`config.mk`:
```
export PLATFORM = sky130hd
export DESIGN_NAME = bounded_updown_counter
export DESIGN_NICKNAME = d
export VERILOG_FILES = /design/src/rtl/bounded_updown_counter.sv
export SDC_FILE = /design/constraint.sdc
export NUM_CORES = 1
export LEC_CHECK = 0
export BUFFER_PORTS_ARGS = -buffer_cell sky130_fd_sc_hd__buf_2
export CAP_MARGIN = 20
export CORE_ASPECT_RATIO = 0.6
export CORE_MARGIN = 8
export CORE_UTILIZATION = 40
export CTS_BUF_LIST = sky130_fd_sc_hd__clkbuf_8 sky130_fd_sc_hd__clkbuf_16
export DETAILED_ROUTE_END_ITERATION = 8
export PLACE_DENSITY = 0.63
export REMOVE_ABC_BUFFERS = 1
export SKIP_LAST_GASP = 1
export SYNTH_ARGS = -nofsm -noshare
export SYNTH_HDL_FRONTEND = slang
export SYNTH_SLANG_ARGS = --single-unit
```
`constraint.sdc`:
```
create_clock -name clk -period 3.8 [get_ports clk]
set_input_delay 0.38 -clock clk [delete_from_list [all_inputs] [get_ports clk]]
set_output_delay 0.38 -clock clk [all_outputs]
set_load 0.02 [all_outputs]
```
`src/rtl/bounded_updown_counter.sv`:
```
// Up/down counter with programmable step and inclusive bounds.
// Out-of-range steps either wrap, saturate, or saturate and reverse (bounce).
module bounded_updown_counter #(
   parameter int unsigned WIDTH  = 8,
   parameter int unsigned STEP_W = 4
) (
   input  logic              clk,
   input  logic              rst_n,
   input  logic              enable,
   input  logic              up,
   input  logic              load,
   input  logic [WIDTH-1:0]  load_val,
   input  logic [STEP_W-1:0] step,
   input  logic [WIDTH-1:0]  min_val,
   input  logic [WIDTH-1:0]  max_val,
   input  logic [1:0]        mode,
   input  logic              clr_flags,
   output logic [WIDTH-1:0]  count,
   output logic              dir,
   output logic              at_max,
   output logic              at_min,
   output logic              tc,
   output logic              ovf_sticky,
   output logic              unf_sticky
);

   localparam logic [1:0] MODE_WRAP   = 2'b00;
   localparam logic [1:0] MODE_SAT    = 2'b01;
   localparam logic [1:0] MODE_BOUNCE = 2'b10;

   logic [WIDTH-1:0] r_count;
   logic             r_dir;
   logic             r_tc;
   logic             r_ovf;
   logic             r_unf;

   logic             w_bounce;
   logic             w_wrap;
   logic             w_eff_up;
   logic             w_bad_cfg;
   logic [WIDTH:0]   w_sum;
   logic [WIDTH:0]   w_dn_lim;
   logic             w_ovf_evt;
   logic             w_unf_evt;
   logic [WIDTH-1:0] w_next;
   logic             w_next_dir;

   assign w_bounce  = (mode == MODE_BOUNCE);
   assign w_wrap    = (mode != MODE_SAT) && !w_bounce;
   assign w_eff_up  = w_bounce ? r_dir : up;
   assign w_bad_cfg = (min_val > max_val);

   // One extra bit so neither count+step nor min+step can truncate.
   assign w_sum    = (WIDTH+1)'(r_count) + (WIDTH+1)'(step);
   assign w_dn_lim = (WIDTH+1)'(min_val) + (WIDTH+1)'(step);

   always_comb begin
      w_ovf_evt  = 1'b0;
      w_unf_evt  = 1'b0;
      w_next     = r_count;
      w_next_dir = w_bounce ? r_dir : up;
      if (load) begin
         w_next     = load_val;
         w_next_dir = up;
      end else if (enable && !w_bad_cfg) begin
         if (w_eff_up) begin
            if (w_sum > (WIDTH+1)'(max_val)) begin
               w_ovf_evt = 1'b1;
               w_next    = w_wrap ? min_val : max_val;
            end else begin
               w_next = w_sum[WIDTH-1:0];
            end
         end else begin
            if ((WIDTH+1)'(r_count) < w_dn_lim) begin
               w_unf_evt = 1'b1;
               w_next    = w_wrap ? max_val : min_val;
            end else begin
               w_next = r_count - WIDTH'(step);
            end
         end
         if (w_bounce && (w_ovf_evt || w_unf_evt))
            w_next_dir = ~r_dir;
      end
   end

   always_ff @(posedge clk or negedge rst_n) begin
      if (!rst_n) begin
         r_count <= '0;
         r_dir   <= 1'b1;
         r_tc    <= 1'b0;
         r_ovf   <= 1'b0;
         r_unf   <= 1'b0;
      end else begin
         r_count <= w_next;
         r_dir   <= w_next_dir;
         r_tc    <= w_ovf_evt || w_unf_evt;
         // A new event outranks a coincident clear.
         r_ovf   <= w_ovf_evt || (r_ovf && !clr_flags);
         r_unf   <= w_unf_evt || (r_unf && !clr_flags);
      end
   end

   assign count      = r_count;
   assign dir        = w_eff_up;
   assign at_max     = (r_count == max_val);
   assign at_min     = (r_count == min_val);
   assign tc         = r_tc;
   assign ovf_sticky = r_ovf;
   assign unf_sticky = r_unf;

endmodule

```
## Word level (Yosys, flattened, before mapping)

Index checks and enable logic that the tools add are counted.

| cells by class | value |
|---|---|
| equality and inequality tests | 4 |
| reduce and logical (&&, ||, !) cells | 13 |
| divide/modulo/power cells | 0 |
| multiplexer cells | 23 |
| bitwise logic cells | 1 |
| $add $sub $neg | 3 |
| $lt $le $gt $ge | 3 |
| shift-type cells | 0 |
| multipliers | 0 |

Operators with widths:

| kind | number |
|---|---|
| $mux 8 | 7 |
| $add 8x4->9 | 2 |
| $eq 8x8->1 | 2 |
| $mux 1 | 16 |
| $gt 9x8->1 | 1 |
| $lt 8x9->1 | 1 |
| $gt 8x8->1 | 1 |
| $sub 8x4->8 | 1 |
| $logic_and 1x1->1 | 5 |
| $logic_or 1x1->1 | 4 |
| $logic_not 1->1 | 3 |
| $eq 2x2->1 const B | 1 |
| $ne 2x1->1 const B | 1 |
| $reduce_bool 2->1 | 1 |
| $not 1->1 | 1 |

| word-level totals | value |
|---|---|
| register bits | 12 |
| memories kept | 0 |
| bits of input ports | 36 |
| latch bits | 0 |
| memory bits (writable) | 0 |
| logic and storage cells | 52 |
| bits in read-only memories | 0 |

## Depth between registers and ports, before layout

Gate-level depths: netlist of the first run.

| depth | value |
|---|---|
| word-level depth | 11 |
| gate-level depth with buffers | 14 |
| mapped depth without buffers | 13 |

## Least setup slack after synthesis of the first run

Ideal clock, no wire load.

| timing path | value |
|---|---|
| kind | register to register |
| start point | register r_count[2] (netlist: count[2]) |
| end point | register r_count[3] (netlist: count[3]) |
| cell stages (with the launch flop) | 14 |
| path buffers | 1 |
| arrival time | 3.197 ns |
| setup slack | 0.483 ns |
| path through | dfrtp_1 > ha_1 > or3b_1 > a31oi_1 > o21ai_0 > xnor2_1 > ha_1 > nand4_1 > nor3_2 > a211o_1 > o211ai_2 > buf_6 > mux2_1 > o211a_1 |

| on the way | value |
|---|---|
| word-level cells in the longest chain between the ends | 6 |
| elaborated cells between the ends (all ways) | 9 |

Ends and longest elaborated chain:

| item | line | RTL |
|---|---|---|
| start: declaration | 31 | `logic [WIDTH-1:0] r_count;` |
| start signal: assignment | 94 | `r_count <= w_next;` |
| $add 8x4->9 | 54 | `assign w_sum = (WIDTH+1)'(r_count) + (WIDTH+1)'(step);` |
| $gt 9x8->1 | 67 | `if (w_sum > (WIDTH+1)'(max_val)) begin` |
| $mux 8 | 67 |  |
| $mux 8 * | 66 | `if (w_eff_up) begin` |
| $mux 8 * | 65 | `end else if (enable && !w_bad_cfg) begin` |
| $mux 8 * | 62 | `if (load) begin` |

Mark *: on every way between the ends. The rest lies on a longest branch, timed or not. The select of a mux whose other input is x is not followed.
A chain may end at the register's enable or synchronous reset.

## Final worst setup path of the first run

| timing path | value |
|---|---|
| start point | input step[1] |
| end point | register r_count[0] (netlist: count[0]) |

| on the way | value |
|---|---|
| word-level cells in the longest chain between the ends | 6 |
| elaborated cells between the ends (all ways) | 9 |

Ends and longest elaborated chain:

| item | line | RTL |
|---|---|---|
| start: declaration | 13 | `input logic [STEP_W-1:0] step,` |
| $add 8x4->9, on equally long branches | 55, 54 |  |
| $lt 8x9->1 or $gt 9x8->1 (tied branches) | 74, 67 |  |
| $mux 8, on equally long branches | 74, 67 |  |
| $mux 8 * | 66 |  |
| $mux 8 * | 65 |  |
| $mux 8 * | 62 |  |

Marked as above.

==> run_results.csv, run 1 <==
group,metric,value,unit
power_and_ir_drop,leakage_power_figure,1.32,nW
synth,synth_sequential_area_ratio,0.123,
job,cap_violations,0,
critical_path,critical_path.top_delay_family,"compound AO/OA/AOI/OAI gates",
global_route,grt_start_max_net_pins,27,
timing,hold_viol_final,0,
placement,place_hpwl,6480,um
global_route,antenna_found_initial,0,
critical_path,setup.worst_path.end_class,"flip-flop",
power_and_ir_drop,power.combinational.fraction,0.724,
power_and_ir_drop,clockPowerShare,0.122,
routing,detailed_route_drc_error_count,0,
global_route,globalRoute.totalOverflow,0,
synth,postSynthRegisterBits,12,
critical_path,path_common_cell,"sky130_fd_sc_hd__ha_1",
critical_path,critPathLaunchType,"input pin",
synth,post-synth-top-count-cell,"sky130_fd_sc_hd__ha_1",
clocking,root_buffer,"sky130_fd_sc_hd__clkbuf_8",
power_and_ir_drop,power_switching_share,0.488,
timing,final-setup-viol-count,0,
synth,synth.yosys.warnings,0,
routing,routed_via_count,2361,
cells_and_area,final_layout_size_suffix_gt1_frac,0.239,
power_and_ir_drop,switch_pwr,570,uW
routing,ant_nets,0,
routing,dr.first_iter.drc_count,165,
cells_and_area,finalCoreUtilization,0.476,
power_and_ir_drop,power.internal,598,uW
placement,gp_routability_congestion,0.890,
clocking,cts.hold.buffers_added,0,
critical_path,worst_ep_arrival_time,3.67,ns
global_route,wire_length_of_the_first_global_routing_pass,12300,um
synth,synth-edff-count,0,
floorplan,io_pins,50,
placement,io_buffers,49,
clocking,cts.repair_timing.setup_buffer_count,0,
routing,dr.pass1.iters,4,
critical_path,crit_path_max_fanout,6,
clocking,cts_max_level,1,
cells_and_area,antenna-diode-count,0,
timing,worst_clock_skew,0.00441,ns
synth,netlist_area,2450,sq um
run_status,result_of_the_run,"completed",
cells_and_area,syn_to_final_growth,16.9,%
critical_path,worst_path_max_delay_cell,"sky130_fd_sc_hd__or3b_1",
timing,whs,0.0122,ns
clocking,clock_latency,0.25,ns
timing,tns,0,ns
floorplan,floorplan.core_area,6030,sq um
placement,placed_cells_incl_taps,423,
clocking,tritoncts,"done",
floorplan,chip_height,76.7,um
global_route,track_usage,0.173,
global_route,vias_in_the_first_global_route,2279,
synth,synth.distinct_cells,63,
floorplan,floorplan.rows,22,
floorplan,design.die.area,8970,sq um
power_and_ir_drop,max-vdd-ir-drop,0.156,mV
clocking,postCtsResizedCells,0,
clocking,clock-sinks,12,
critical_path,crit_path_cell_trace,"buf_2 > inv_1 > ha_1 > or3b_1 > a31oi_2 > o21ai_0 > xnor2_1 > ha_1 > nand4_1 > nor3_2 > a211o_1 > o211ai_2 > buf_4 > mux2_4 > a211oi_2",
timing,timing.final.max_slew_violations,0,
timing,layout_worst_path_cycle_share,0.923,
critical_path,timing.critical_path.buf_inv,3,
timing,least_margin_pin_slew,0.848,ns
synth,yosys_most_used_dff,"sky130_fd_sc_hd__dfrtp_1",
timing,final.min_clock_period,3.51,ns
timing,relSlewSlack,0.435,
synth,syn-instance-count,293,
clocking,worst_setup_hold_path_clk_slew,0.06,ns
synth,syn-mean-instance-area,8.37,sq um
floorplan,dieWidth,117,um
critical_path,worst-setup-path-type,"input pin to flip-flop",
synth,synth_top_cell_by_area,"sky130_fd_sc_hd__ha_1",
synth,share_of_async_settable_or_async_resettable_flops_after_synthesis,1.00,
routing,route.detailed.wl_per_inst,18.0,um
synth,synth_top_area_frac,0.184,
clocking,clock_buffer_count_from_cts,3,
critical_path,critPathRequiredTime,3.96,ns
power_and_ir_drop,seq_power_share,0.154,
power_and_ir_drop,cellPowerDensity,408,nW/um^2
clocking,cts-root-to-sink-buffers,2,
floorplan,initial_core_util,0.407,
synth,synthTopCellsByArea,"sky130_fd_sc_hd__ha_1, sky130_fd_sc_hd__dfrtp_1, sky130_fd_sc_hd__xnor2_1, sky130_fd_sc_hd__mux2i_1, sky130_fd_sc_hd__o21ai_0",
routing,detail_route.vias_per_cell,5.53,
critical_path,critical-path-max-stage-delay,0.41,ns
timing,highest_clock_rate,285,MHz
routing,totalWireLength,7670,um
cells_and_area,post_layout_nonfiller_instances,427,
timing,setup_repair_after_global_routing_missed_its_margin,"no",
worst_hold_path,holdCritPathClass,"input pin to asynchronous set/reset pin",
cells_and_area,layout.nets,419,
synth,synth_top_cells_by_count,"sky130_fd_sc_hd__ha_1, sky130_fd_sc_hd__xnor2_1, sky130_fd_sc_hd__inv_1, sky130_fd_sc_hd__o21ai_0, sky130_fd_sc_hd__nand2_1",
## metal layers
metal / share of wire / global-route usage
met4: 0 / 0.00762
met2: 0.38 / 0.230
met3: 0.079 / 0.0375
met5: 0 / 0
met1: 0.54 / 0.281
## power groups by stage
stage	Clock [mW]	Sequential, mW	Combinational (mW)
2_1_floorplan	0	0.227	0.523
3_3_place_gp	0	0.184	0.824
3_5_place_dp	0	0.182	0.829
4_1_cts	0.146	0.181	0.833
5_1_grt	0.152	0.183	0.923
6_report	0.142	0.180	0.846
## final timing paths
| kind | slack [ns] | depth (start not counted) | endpoint | startpoint |
|---|---|---|---|---|
| max in group asynchronous | 3.51 | 1 | r_dir | rst_n |
| min in group clk | 0.43 | 3 | count[2] | load_val[2] |
| max reg2reg | 0.30 | 13 | count[0] | count[1] |
| max | 0.29 | 15 | count[0] | step[1] |
| min | 0.01 | 1 | unf_sticky | rst_n |
| min reg2reg | 0.50 | 1 | unf_sticky | unf_sticky |
## worst register-to-register path, cell delays in order (launching register included)
cell                       delay [ns]
sky130_fd_sc_hd__dfrtp_1         0.39
sky130_fd_sc_hd__ha_1            0.28
sky130_fd_sc_hd__or3b_1          0.41
sky130_fd_sc_hd__a31oi_2         0.29
sky130_fd_sc_hd__o21ai_0         0.15
sky130_fd_sc_hd__xnor2_1         0.16
sky130_fd_sc_hd__ha_1            0.34
sky130_fd_sc_hd__nand4_1         0.11
sky130_fd_sc_hd__nor3_2          0.23
sky130_fd_sc_hd__a211o_1         0.15
sky130_fd_sc_hd__o211ai_2        0.18
sky130_fd_sc_hd__buf_4           0.23
sky130_fd_sc_hd__mux2_4          0.30
sky130_fd_sc_hd__a211oi_2        0.21
## metrics by stage
| step | cell area (sq um) | power, mW | setup slack [ns] |
|---|---|---|---|
| floorplan | 2390 | 0.750 | 0.335 |
| global placement | 2810 | 1.01 | 0.126 |
| detailed placement | 2810 | 1.01 | -0.0181 |
| CTS | 2860 | 1.16 | 0.257 |
| global route | 2870 | 1.26 | 0.0929 |
| finish | 2870 | 1.17 | 0.292 |
## logic make-up after synthesis
group	share of synthesized area
DFF	0.123
and+or+nand+nor	0.188
AOI/OAI and AO/OA	0.258
muxes	0.0607
buffers and inverters	0.0556
adders and majority gates	0.208
xor gates and xnor gates	0.107
## layout by cell type, fill, tap and decap left out, types with 4 or more instances in the layout
master / netlist / final
sky130_fd_sc_hd__a211oi_1: 4 / 4
sky130_fd_sc_hd__a21o_1: 4 / 4
sky130_fd_sc_hd__a21oi_1: 11 / 11
sky130_fd_sc_hd__a31oi_1: 5 / 4
sky130_fd_sc_hd__buf_2: 4 / 49
sky130_fd_sc_hd__buf_4: 1 / 8
sky130_fd_sc_hd__clkbuf_8: 0 / 4
sky130_fd_sc_hd__dfrtp_1: 11 / 11
sky130_fd_sc_hd__ha_1: 36 / 36
sky130_fd_sc_hd__inv_1: 21 / 21
sky130_fd_sc_hd__mux2i_1: 10 / 10
sky130_fd_sc_hd__nand2_1: 17 / 17
sky130_fd_sc_hd__nand2b_1: 5 / 5
sky130_fd_sc_hd__nand3_1: 11 / 11
sky130_fd_sc_hd__nand4_1: 7 / 7
sky130_fd_sc_hd__nor2_1: 10 / 10
sky130_fd_sc_hd__nor2b_1: 9 / 9
sky130_fd_sc_hd__nor4_1: 4 / 4
sky130_fd_sc_hd__o21a_1: 4 / 4
sky130_fd_sc_hd__o21ai_0: 18 / 18
sky130_fd_sc_hd__xnor2_1: 23 / 23
sky130_fd_sc_hd__xor2_1: 5 / 5
## sequential cells by signal, indices dropped and copies added, names as in the netlist
register	flops
count	8
ovf_sticky	1
r_dir	1
tc	1
unf_sticky	1
## cell type report
class | instances | area (sq um)
Inverter | 21 | 78.8
Sequential cell | 12 | 302
Tap cell | 84 | 105
Clock buffer | 4 | 55.1
Fill cell | 608 | 3160
Multi-Input combinational cell | 249 | 2020
Timing Repair Buffer | 57 | 305
Note: power is estimated with default switching activity, not from simulation.
==> run 2, diff against run 1 <==
--- a/config.mk
+++ b/config.mk
@@ -12,7 +12,6 @@
 export CORE_UTILIZATION = 40
 export CTS_BUF_LIST = sky130_fd_sc_hd__clkbuf_8 sky130_fd_sc_hd__clkbuf_16
 export DETAILED_ROUTE_END_ITERATION = 8
-export PLACE_DENSITY = 0.63
 export REMOVE_ABC_BUFFERS = 1
 export SKIP_LAST_GASP = 1
 export SYNTH_ARGS = -nofsm -noshare
==> constraint.sdc (replaced) <==
create_clock -name clk -period 3.6 [get_ports clk]
set_input_delay 0.36 -clock clk [delete_from_list [all_inputs] [get_ports clk]]
set_output_delay 0.36 -clock clk [all_outputs]
set_load 0.02 [all_outputs]
==> run_results.csv, run 2 (synthesis results as in run 1) <==
group,metric,value,unit
placement,placed_cells_incl_taps,429,
power_and_ir_drop,max-vdd-ir-drop,0.150,mV
cells_and_area,most-common-layout-cells,"sky130_fd_sc_hd__buf_2, sky130_fd_sc_hd__ha_1, sky130_fd_sc_hd__xnor2_1",
critical_path,crit_path_cell_trace,"ha_4 > or3b_4 > a31oi_1 > buf_4 > o21ai_0 > xnor2_1 > ha_1 > nand4_1 > nor3_4 > a211o_1 > o211ai_4 > mux2_4 > a211o_1",
critical_path,worst_ep_arrival_time,3.53,ns
clocking,cts_max_level,1,
floorplan,initial_core_util,0.407,
clocking,clock-sinks,12,
global_route,wire_length_of_the_first_global_routing_pass,12900,um
power_and_ir_drop,fin_total_pwr,1.33,mW
power_and_ir_drop,seq_power_share,0.140,
placement,pre_cts_ws,-0.0148,ns
clocking,worst_setup_hold_path_clk_slew,0.06,ns
run_status,failed_checks,"negative hold slack",
power_and_ir_drop,leakage_power_figure,1.38,nW
critical_path,setup.worst_path.end_class,"flip-flop",
cells_and_area,syn_to_final_growth,21.7,%
critical_path,critPathLaunchType,"flip-flop",
timing,relSlewSlack,0.421,
floorplan,design.die.area,8970,sq um
cells_and_area,max_ffs_per_register,8,
critical_path,path_common_cell,"sky130_fd_sc_hd__a211o_1",
power_and_ir_drop,switch_pwr,639,uW
timing,tns,0,ns
global_route,antenna_found_initial,0,
run_status,result_of_the_run,"complete, but fails checks",
global_route,grt_start_max_net_pins,27,
power_and_ir_drop,clockPowerShare,0.112,
timing,worst_clock_skew,0.00581,ns
floorplan,floorplan.core_area,6030,sq um
clocking,root_buffer,"sky130_fd_sc_hd__clkbuf_8",
routing,ant_nets,0,
critical_path,worst-setup-path-type,"flip-flop to flip-flop",
cells_and_area,post_layout_nonfiller_instances,435,
critical_path,worst_path_max_delay_cell,"sky130_fd_sc_hd__dfrtp_1",
power_and_ir_drop,cellPowerDensity,445,nW/um^2
routing,dr.pass1.iters,4,
clocking,clock_latency,0.24,ns
timing,setup_repair_after_global_routing_missed_its_margin,"no",
routing,route.detailed.wl_per_inst,18.7,um
routing,dr.first_iter.drc_count,196,
power_and_ir_drop,power.internal,690,uW
timing,postLayoutSetupSlackWorst,0.190,ns
placement,gp_routability_congestion,0.908,
clocking,cts.hold.buffers_added,0,
critical_path,crit_path_max_fanout,6,
power_and_ir_drop,power.combinational.fraction,0.747,
power_and_ir_drop,power_switching_share,0.481,
placement,io_buffers,49,
routing,totalWireLength,8120,um
timing,final.min_clock_period,3.41,ns
clocking,tritoncts,"done",
floorplan,dieWidth,117,um
critical_path,timing.critical_path.buf_inv,1,
job,cap_violations,0,
timing,hold_viol_final,8,
timing,whs,-0.00406,ns
timing,timing.final.max_slew_violations,0,
cells_and_area,layout.nets,427,
global_route,globalRoute.totalOverflow,0,
routing,detailed_route_drc_error_count,0,
critical_path,critical_path.top_delay_family,"compound AO/OA/AOI/OAI gates",
timing,layout_worst_path_cycle_share,0.947,
global_route,track_usage,0.182,
critical_path,critical-path-max-stage-delay,0.42,ns
placement,placement.cell_area,2850,sq um
placement,place_hpwl,6670,um
cells_and_area,most_common_cell_after_layout_fill_and_taps_aside,"sky130_fd_sc_hd__buf_2",
cells_and_area,final_layout_size_suffix_gt1_frac,0.268,
cells_and_area,final_standard_cell_area_without_fillers,2980,sq um
floorplan,io_pins,50,
timing,least_margin_pin_slew,0.869,ns
floorplan,chip_height,76.7,um
cells_and_area,antenna-diode-count,0,
timing,highest_clock_rate,293,MHz
global_route,vias_in_the_first_global_route,2327,
worst_hold_path,holdCritPathClass,"input pin to asynchronous set/reset pin",
cells_and_area,finalCoreUtilization,0.495,
routing,detail_route.vias_per_cell,5.51,
clocking,cts-root-to-sink-buffers,2,
clocking,clock_buffer_count_from_cts,3,
timing,final-setup-viol-count,0,
floorplan,floorplan.rows,22,
routing,routed_via_count,2397,
critical_path,critPathRequiredTime,3.72,ns
-- run 2: routing by layer --
layer	share of wire	up-vias	track usage	wire length [um]
li1	-	1201	-	-
met5	0	-	0	0
met3	0.090	2	0.0446	728
met2	0.40	71	0.248	3220
met4	0.0028	0	0.0152	23
met1	0.51	1123	0.283	4150
-- run 2: power by group through the flow --
stage | registers, mW | clock network (mW) | logic, mW
floorplan | 0.239 | 0 | 0.552
global placement | 0.185 | 0 | 0.905
detailed placement | 0.186 | 0 | 0.921
CTS | 0.184 | 0.151 | 0.926
global route | 0.189 | 0.156 | 1.08
finish | 0.187 | 0.149 | 0.993
-- run 2: path summary, 6_finish.rpt --
path / from / endpoint / slack, ns / cells past startpoint
worst max-delay path: count[1] / count[4] / 0.19 / 13
worst min-delay path: rst_n / tc / -0.004 / 1
worst min register to register: ovf_sticky / ovf_sticky / 0.51 / 1
min in group clk: load_val[2] / count[2] / 0.40 / 3
worst max register to register: count[1] / count[4] / 0.19 / 13
max in group asynchronous: rst_n / r_dir / 3.32 / 1
-- run 2: cell type report --
cell class                      count  area (sq um)
Fill cell                         605          3040
Multi-Input combinational cell    249          2070
Timing Repair Buffer               65           369
Sequential cell                    12           302
Tap cell                           84           105
Inverter                           21          78.8
Clock buffer                        4          55.1
-- run 2: timing repair --
action,4_1_cts,5_1_grt
endpoints found under the setup margin,0,3
buffers inserted,0,2
hold endpoints to repair,0,0
gates resized for setup,0,10
